[config.mk]
export PLATFORM = sky130hd
export DESIGN_NAME = prog_loader_flat
export DESIGN_NICKNAME = d
export VERILOG_FILES = /design/src/rtl/prog_loader_if.sv /design/src/rtl/prog_loader.sv /design/src/flat_wrapper.sv
export SDC_FILE = /design/constraint.sdc
export NUM_CORES = 1
export LEC_CHECK = 0
export BUFFER_PORTS_ARGS = -buffer_cell sky130_fd_sc_hd__buf_2
export CAP_MARGIN = 20
export CORE_MARGIN = 1
export CORE_UTILIZATION = 40
export CTS_CLUSTER_DIAMETER = 120
export CTS_CLUSTER_SIZE = 16
export DETAILED_ROUTE_END_ITERATION = 16
export PLACE_DENSITY_LB_ADDON = 0.05
export SLEW_MARGIN = 30
export SYNTH_ARGS = -nofsm -noshare
export SYNTH_HDL_FRONTEND = slang
export SYNTH_SLANG_ARGS = --single-unit
[constraint.sdc]
create_clock -name clock -period 3 [get_ports clock]
set_input_delay 0.9 -clock clock [delete_from_list [all_inputs] [get_ports clock]]
set_output_delay 0.9 -clock clock [all_outputs]
set_load 0.01 [all_outputs]
[src/rtl/prog_loader_if.sv]
// Byte-stream input and program-memory write port of the program loader.
// The loader takes the slave modport; the host/memory side takes the master modport.
interface prog_loader_if #(
    parameter int ADDR_W = 32
) ();
    logic [7:0]        byte_in;
    logic              byte_valid;
    logic              byte_ready;
    logic              wr_en;
    logic [ADDR_W-1:0] wr_addr;
    logic [31:0]       wr_data;

    modport master (
        output byte_in, byte_valid,
        input  byte_ready, wr_en, wr_addr, wr_data
    );

    modport slave (
        input  byte_in, byte_valid,
        output byte_ready, wr_en, wr_addr, wr_data
    );
endinterface

[src/rtl/prog_loader.sv]
// Program loader: turns a big-endian byte stream (16-bit word count, then words) into program-memory writes.
// Define PROG_LOADER_CHECKSUM_EN to require a trailing XOR checksum byte before DONE.
module prog_loader #(
    parameter int                ADDR_W    = 32,
    parameter int                MEM_WORDS = 256,
    parameter logic [ADDR_W-1:0] BASE_ADDR = '0
) (
    input  logic         clock,
    input  logic         reset,
    input  logic         start,
    prog_loader_if.slave bus,
    output logic         cpu_hold,
    output logic         done,
    output logic         error
);

    typedef enum logic [2:0] {
        S_IDLE,
        S_HDR_HI,
        S_HDR_LO,
        S_DATA,
        S_WRITE,
        S_DONE,
        S_ERROR
`ifdef PROG_LOADER_CHECKSUM_EN
        , S_CHK
`endif
    } state_t;

    state_t      state;
    logic [15:0] count;
    logic [15:0] word_idx;
    logic [1:0]  byte_cnt;
    logic [23:0] partial;
    logic [15:0] hdr_count;
    logic        accept;
    logic        last_word;
`ifdef PROG_LOADER_CHECKSUM_EN
    logic [7:0]  chk;
`endif

    // Ready depends on state alone so the host may gate valid on ready without a loop.
    assign bus.byte_ready = (state == S_HDR_HI) || (state == S_HDR_LO) || (state == S_DATA)
`ifdef PROG_LOADER_CHECKSUM_EN
                         || (state == S_CHK)
`endif
                         ;

    assign accept    = bus.byte_valid && bus.byte_ready;
    assign hdr_count = {count[15:8], bus.byte_in};
    assign last_word = (word_idx == count - 16'd1);

    // NOTE: state and outputs use non-blocking assignments so every register samples pre-edge values.
    always_ff @(posedge clock) begin
        // NOTE: reset is synchronous; it is just the highest-priority branch of the clocked logic.
        if (reset) begin
            state       <= S_IDLE;
            count       <= '0;
            word_idx    <= '0;
            byte_cnt    <= '0;
            partial     <= '0;
            bus.wr_en   <= 1'b0;
            bus.wr_addr <= BASE_ADDR;
            bus.wr_data <= '0;
            cpu_hold    <= 1'b0;
            done        <= 1'b0;
            error       <= 1'b0;
`ifdef PROG_LOADER_CHECKSUM_EN
            chk         <= '0;
`endif
        end else begin
            case (state)
                S_IDLE, S_DONE, S_ERROR: begin
                    if (start) begin
                        state       <= S_HDR_HI;
                        done        <= 1'b0;
                        error       <= 1'b0;
                        cpu_hold    <= 1'b1;
                        word_idx    <= '0;
                        byte_cnt    <= '0;
                        bus.wr_addr <= BASE_ADDR;
`ifdef PROG_LOADER_CHECKSUM_EN
                        chk         <= '0;
`endif
                    end
                end

                S_HDR_HI: begin
                    if (accept) begin
                        count <= {bus.byte_in, 8'h00};
                        state <= S_HDR_LO;
`ifdef PROG_LOADER_CHECKSUM_EN
                        chk   <= chk ^ bus.byte_in;
`endif
                    end
                end

                S_HDR_LO: begin
                    if (accept) begin
                        count <= hdr_count;
`ifdef PROG_LOADER_CHECKSUM_EN
                        chk   <= chk ^ bus.byte_in;
`endif
                        if ({16'd0, hdr_count} > 32'(MEM_WORDS)) begin
                            state <= S_ERROR;
                            error <= 1'b1;
                        end else if (hdr_count == 16'd0) begin
`ifdef PROG_LOADER_CHECKSUM_EN
                            state    <= S_CHK;
`else
                            state    <= S_DONE;
                            done     <= 1'b1;
                            cpu_hold <= 1'b0;
`endif
                        end else begin
                            state <= S_DATA;
                        end
                    end
                end

                S_DATA: begin
                    if (accept) begin
                        partial  <= {partial[15:0], bus.byte_in};
                        byte_cnt <= byte_cnt + 2'd1;
`ifdef PROG_LOADER_CHECKSUM_EN
                        chk      <= chk ^ bus.byte_in;
`endif
                        if (byte_cnt == 2'd3) begin
                            state       <= S_WRITE;
                            bus.wr_en   <= 1'b1;
                            bus.wr_data <= {partial, bus.byte_in};
                        end
                    end
                end

                // The write strobe lasts exactly this one dead cycle; the address moves on afterwards.
                S_WRITE: begin
                    bus.wr_en   <= 1'b0;
                    word_idx    <= word_idx + 16'd1;
                    bus.wr_addr <= bus.wr_addr + ADDR_W'(4);
                    if (last_word) begin
`ifdef PROG_LOADER_CHECKSUM_EN
                        state    <= S_CHK;
`else
                        state    <= S_DONE;
                        done     <= 1'b1;
                        cpu_hold <= 1'b0;
`endif
                    end else begin
                        state <= S_DATA;
                    end
                end

`ifdef PROG_LOADER_CHECKSUM_EN
                S_CHK: begin
                    if (accept) begin
                        if (bus.byte_in == chk) begin
                            state    <= S_DONE;
                            done     <= 1'b1;
                            cpu_hold <= 1'b0;
                        end else begin
                            state <= S_ERROR;
                            error <= 1'b1;
                        end
                    end
                end
`endif

                default: begin
                    state     <= S_ERROR;
                    error     <= 1'b1;
                    bus.wr_en <= 1'b0;
                end
            endcase
        end
    end

endmodule

[src/flat_wrapper.sv]
// flat-port wrapper written by rule: the top's interface ports become plain ports
module prog_loader_flat 
#(
    parameter int                ADDR_W    = 32,
    parameter int                MEM_WORDS = 256,
    parameter logic [ADDR_W-1:0] BASE_ADDR = '0
)
  (clock, reset, start, cpu_hold, done, error, bus_byte_in, bus_byte_valid, bus_byte_ready, bus_wr_en, bus_wr_addr, bus_wr_data);
  prog_loader_if #(.ADDR_W(ADDR_W)) bus_i ();
  input  logic clock;
  input  logic reset;
  input  logic start;
  output logic cpu_hold;
  output logic done;
  output logic error;
  input wire logic [$bits(bus_i.byte_in)-1:0] bus_byte_in;
  input wire logic [$bits(bus_i.byte_valid)-1:0] bus_byte_valid;
  output wire logic [$bits(bus_i.byte_ready)-1:0] bus_byte_ready;
  output wire logic [$bits(bus_i.wr_en)-1:0] bus_wr_en;
  output wire logic [$bits(bus_i.wr_addr)-1:0] bus_wr_addr;
  output wire logic [$bits(bus_i.wr_data)-1:0] bus_wr_data;
  assign bus_i.byte_in = bus_byte_in;
  assign bus_i.byte_valid = bus_byte_valid;
  assign bus_byte_ready = bus_i.byte_ready;
  assign bus_wr_en = bus_i.wr_en;
  assign bus_wr_addr = bus_i.wr_addr;
  assign bus_wr_data = bus_i.wr_data;
  prog_loader #(.ADDR_W(ADDR_W), .MEM_WORDS(MEM_WORDS), .BASE_ADDR(BASE_ADDR)) u_core (.clock(clock), .reset(reset), .start(start), .bus(bus_i), .cpu_hold(cpu_hold), .done(done), .error(error));
endmodule
======== After elaboration in Yosys (flattened, before gate mapping) ========
Index checks and enable logic that the tools add are counted.
word-level totals
  register bits ........................... 129
  latch bits .............................. 0
  memory bits (writable) .................. 0
  memory bits (read-only) ................. 0
  output and inout port bits .............. 69
  logic and storage cells ................. 96
  memories kept ........................... 0
cells by class
  add/subtract/negate cells ............... 4
  multipliers ............................. 0
  div/mod/pow operators ................... 0
  $lt $le $gt $ge ......................... 1
  equal/unequal tests ..................... 17
  shift-type cells ........................ 0
  multiplexer cells ....................... 37
  bitwise operators ....................... 3
  reduce and logical (&&, ||, !) cells .... 22
operators with widths
  operator                                                                           count
  16-bit one-hot mux with 2 select lines                                             2
  32-bit one-hot mux with 2 select lines                                             1
  32-bit by 3-bit adder with 32-bit output (second input constant)                   1
  16-bit 2-to-1 mux                                                                  2
  32-bit 2-to-1 mux                                                                  1
  3-bit 2-to-1 mux                                                                   8
  16-bit by 1-bit adder with 16-bit output (second input constant)                   1
  16-bit == test                                                                     1
  16-bit by 9-bit greater-than comparator with 1-bit output (second input constant)  1
  16-bit zero test                                                                   1
  16-bit by 1-bit subtractor with 16-bit output (second input constant)              1
  3-bit one-hot mux with 5 select lines                                              1
  3-bit AND reduction                                                                5
  1-bit 2-to-1 mux                                                                   14
  2-bit inequality test (second input constant)                                      5
  3-bit == test (second input constant)                                              3
  1-bit one-hot mux with 3 select lines                                              3
  8-bit 2-to-1 mux                                                                   1
  2-bit by 1-bit inequality test with 1-bit output (second input constant)           4
  3-bit by 2-bit == test with 1-bit output (second input constant)                   2
  6-bit AND reduction                                                                1
  2-bit nonzero test                                                                 3
  3-bit OR reduction                                                                 2
  5-bit AND reduction                                                                1
  14 further kinds                                                                   19

======== Longest topological paths before layout ========
  depth after elaboration ................. 6
  depth in mapped cells ................... 10
  depth with buffers taken out ............ 9

======== Least setup slack after synthesis ========
OpenSTA, ideal clock, no wires.
  kind .................................... input -> register
  start ................................... input bus_byte_valid
  end ..................................... register u_core.bus.wr_data[23]
  setup time .............................. 71 ps
  data arrival time ....................... 2,352 ps
  data required time ...................... 2,929 ps
  setup slack ............................. 577 ps
  stages on the path ...................... 8
  cells stage by stage .................... nor2b_1 > nand2_1 > nor2_1 > and2_0 > clkbuf_1 > clkbuf_1 > nand2_1 > a21oi_1
between the ends
  cells in the longest elaborated chain, start to end .. 2
RTL lines
  element                               line                  source
  from (decl)                           flat_wrapper.sv:17    input wire logic [$bits(bus_i.byte_valid)-1:0] bus_byte_valid;
  1-bit logical AND                     prog_loader.sv:49     assign accept = bus.byte_valid && bus.byte_ready;
  3-bit AND reduction (no source line)  n/a
  to (signal assigned)                  prog_loader.sv:131    bus.wr_data <= {partial, bus.byte_in};
  to (decl)                             prog_loader_if.sv:20  output byte_ready, wr_en, wr_addr, wr_data
Every way passes these cells.
A chain may end at the register's enable or synchronous reset.

======== Worst setup path in the final report ========
  start ................................... register u_core.state[1]
  end ..................................... output bus_byte_ready
between the ends
  cells in the longest elaborated chain, start to end .. 3
  elaborated cells between the ends (all ways) .. 5
RTL lines
  element                                                                                               line                source
  from (decl)                                                                                           prog_loader.sv:30   state_t state;
  from (signal assigned)                                                                                prog_loader.sv:57   state <= S_IDLE;
  from (signal assigned)                                                                                prog_loader.sv:75   state <= S_HDR_HI;
  from (signal assigned)                                                                                prog_loader.sv:91   state <= S_HDR_LO;
  3-bit by 1-bit == test with 1-bit output or 3-bit by 2-bit == test with 1-bit output (tied branches)  prog_loader.sv:43   assign bus.byte_ready = (state == S_HDR_HI) || (state == S_HDR_LO) || (state == S_DATA)
  1-bit logical OR                                                                                      prog_loader.sv:43
  1-bit logical OR (*)                                                                                  prog_loader.sv:43
  to (decl)                                                                                             flat_wrapper.sv:18  output wire logic [$bits(bus_i.byte_ready)-1:0] bus_byte_ready;
Every way passes the cells marked *; elsewhere a longest branch is shown, timed or not.

==> qor.yml <==
worst_hold_path:
  min_path_cells: 2
  worstHoldStart: "u_core.bus.wr_data[31]"
  worstHoldPathType: "reg -> reg"
  min_to: "u_core.bus.wr_data[31]"
cts:
  cts_tree: "yes"
  clock_path_buffers: 2
  insertion_delay_ns: 0.42
  htreeDepth: 4
  cts.clk_slew.worst_paths_ns: 0.06
  cts.sinks: 127
  cts_resized: 0
  cts_buffers: 17
  postCtsSetupRepairBufs: 0
  cts_hold_buffers: 0
  root_buffer: "clkbuf_16"
timing:
  worst_pin_slew_ns: 0.649
  fin_hold_ws_ns: 0.451
  finalCritPeriodShare_pct: 92.4
  grt_setup_unrepaired: "false"
  relSlewSlack_pct: 56.7
  fmax_ghz: 0.361
  drv_slew: 0
  hold_viol: 0
  min_period_ns: 2.77
  setup_viol: 0
  tns_ns: 0
  setup_ws_ns: 0.228
  finClkSkew_ns: 0.00775
synthesis:
  synth-main-ff-cell: "dfxtp_1"
  synth_top_family_by_area: "simple AND/OR/NAND/NOR gates"
  synth_adder_area_share_pct: 1.02
  synth_edf_count: 0
  synth_top_area_cell: "dfxtp_1"
  yosysUniqueCellTypes: 63
  synth-xor-area-share_pct: 3.27
  synth_mux_area_share_pct: 1.27
  async_flop_share_pct: 0
  syn_inst: 764
  synth-compound-area-share_pct: 18.5
  synthSimpleGateAreaFrac_pct: 28.5
  synth.top_cell.area_share_pct: 43.1
  synth_area_leaders: "dfxtp_1 (43%), nand2_1 (10%), a21oi_1 (10%), nand3_1 (4.7%), nor2_1 (3.4%)"
  ys_ff_latch: 127
  ys_warn_count: 0
  synth_seq_area_share_pct: 43.1
  syn_avg_cell_area_um2: 7.71
  syn-cell-area_um2: 5890
placed_design:
  io_buffers: 78
  gp_congestion: 0.853
  place_area_um2: 6460
  place_ws_ns: 0.490
  hpwl_mm: 10.9
route:
  vias: 5610
  ant_nets: 0
  first_pass_iters: 5
  routed_wl_mm: 15.7
  avgRoutedWirePerCell_um: 15.3
  routed_via_density: 5.47
  drc_errors: 0
  drtIter0Drc: 403
status:
  outcome: "finished clean"
setup_path:
  cp_num_buf_inv: 2
  rr_worst_depth: 7
  cp-end-kind: "primary output"
  cpPeakStageDelay_ns: 0.57
  crit_type: "reg -> out"
  worst_setup_path_start_kind: "flop"
  r2r_slack_ns: 0.51
  critical_path_peak_fanout: 12
  regToRegEndpoint: "u_core.done"
  path_delay_family: "flip-flops"
  cp.arrival_ns: 1.87
  r2r_start: "u_core.count[3]"
  crit_chain: "clkinv_1, a21oi_1, buf_2"
  worstPathRequired_ns: 2.10
  cp_slowest_cell: "dfxtp_1"
power_and_ir_drop:
  finalPower_mw: 5.07
  ir_drop_mv: 0.344
  p_leak_nw: 2.70
  power_density_nw_per_um2: 715
layout:
  areaGrowthSynthToFinish_pct: 20.4
  final_cell_mix: "nand2_1 (162), dfxtp_1 (127), a21oi_1 (119)"
  final_cell_area_um2: 7100
  layout_commonest_cell: "nand2_1"
  final_layout_size_suffix_gt1_share_pct: 17.7
  diodes: 0
  layout.nets: 850
die:
  core_area_um2: 14100
  dieHeight_um: 123
  die_w_um: 123
  start_util_pct: 41.6
  io_pins: 81
  rows: 43
  die-area_um2: 15200
global_route:
  grt_overflow: 0
  grt_first_pass_wirelength_mm: 25.8
  grt_pass1_vias: 5129
  grt_max_degree: 77
  antenna_found_initial: 0
  track_usage_pct: 21.8
flow_run:
  cap_viol_max_count: 0
-- how the worst max path moves through the flow --
stage	cells after the start	slack (ns)	start	to
6_report	3	0.23	u_core.state[1]	bus_byte_ready
5_1_grt	3	0.05	u_core.state[1]	bus_byte_ready
4_1_cts	3	0.22	u_core.state[1]	bus_byte_ready
3_5_place_dp	8	0.49	bus_byte_in[0]	u_core.error
3_3_place_gp	8	0.49	bus_byte_in[4]	u_core.error
2_1_floorplan	8	0.58	bus_byte_valid	u_core.bus.wr_data[23]
-- worst min-delay path: cells and delay by family, from the launching register on --
family,cells,cell delay (ns)
AND/OR/NAND/NOR,1,0.05
AO/OA/AOI/OAI,1,0.05
flip-flops,1,0.30
-- cells in the mapped netlist, types with 3 or more instances --
master and n:
a211oi_1 3, a21oi_1 119, a22oi_1 3, a311oi_1 6, a31oi_1 5, and2_1 7
and3_1 11, and4_1 3, buf_4 4, buf_6 3, clkbuf_1 37, dfxtp_1 127
ha_1 4, inv_1 10, mux2_2 4, mux2i_1 3, nand2_1 162, nand3_1 55
nand3b_1 7, nand4_1 8, nor2_1 54, nor2b_1 4, nor3_1 10, nor4_1 6
o211ai_1 3, o21a_1 4, o21ai_0 21, or2_2 12, or3_1 5, or4_1 4
xnor2_1 15, xor2_1 7
-- state kept, by name (all words and copies together) (netlist names), 2 cells and up --
register / count
u_core.bus.wr_addr: 30
u_core.bus.wr_data: 32
u_core.byte_cnt: 2
u_core.count: 16
u_core.partial: 24
u_core.state: 3
u_core.word_idx: 16
-- per-layer routing --
metal / vias up / wire, um / global-route usage (%)
met3: 17 / 910 / 5.90
met2: 146 / 7020 / 32.4
met1: 2647 / 7610 / 30.1
met4: 0 / 190 / 7.83
li1: 2800 / - / -
met5: - / 0 / 0
-- power by group --
| part | switching, mW | internal, mW | total, mW |
|---|---|---|---|
| sequential | 0.0960 | 1.75 | 1.84 |
| clock | 0.744 | 1.49 | 2.24 |
| combinational | 0.629 | 0.364 | 0.993 |
| total | 1.47 | 3.60 | 5.07 |
-- cell families (layout without fill, tap and decap cells) --
group / Yosys count / after routing
AO/OA/AOI/OAI: 186 / 186
XOR/XNOR: 22 / 22
adder cells (fa/ha/maj): 5 / 5
buffers and inverters: 56 / 137
flip-flops: 127 / 127
multiplexers: 7 / 7
other: 1 / 2
AND/OR/NAND/NOR: 360 / 360
-- layout make-up --
cell class	count	area [um^2]
fillers	1411	7050
multi-input cells	582	3110
flip-flops and latches	127	2540
repair buffers	95	546
clock buffers	21	450
well taps	180	225
clock inverters	10	185
inverters	11	41.3
-- stage by stage --
stage          utilization [%]  cells
2_1_floorplan                -    765
3_3_place_gp              45.7    995
3_5_place_dp              45.7    995
4_1_cts                   50.1   1026
5_1_grt                   50.1   1026
6_report                  50.1   1026
Power figures use the tool's default switching activity.
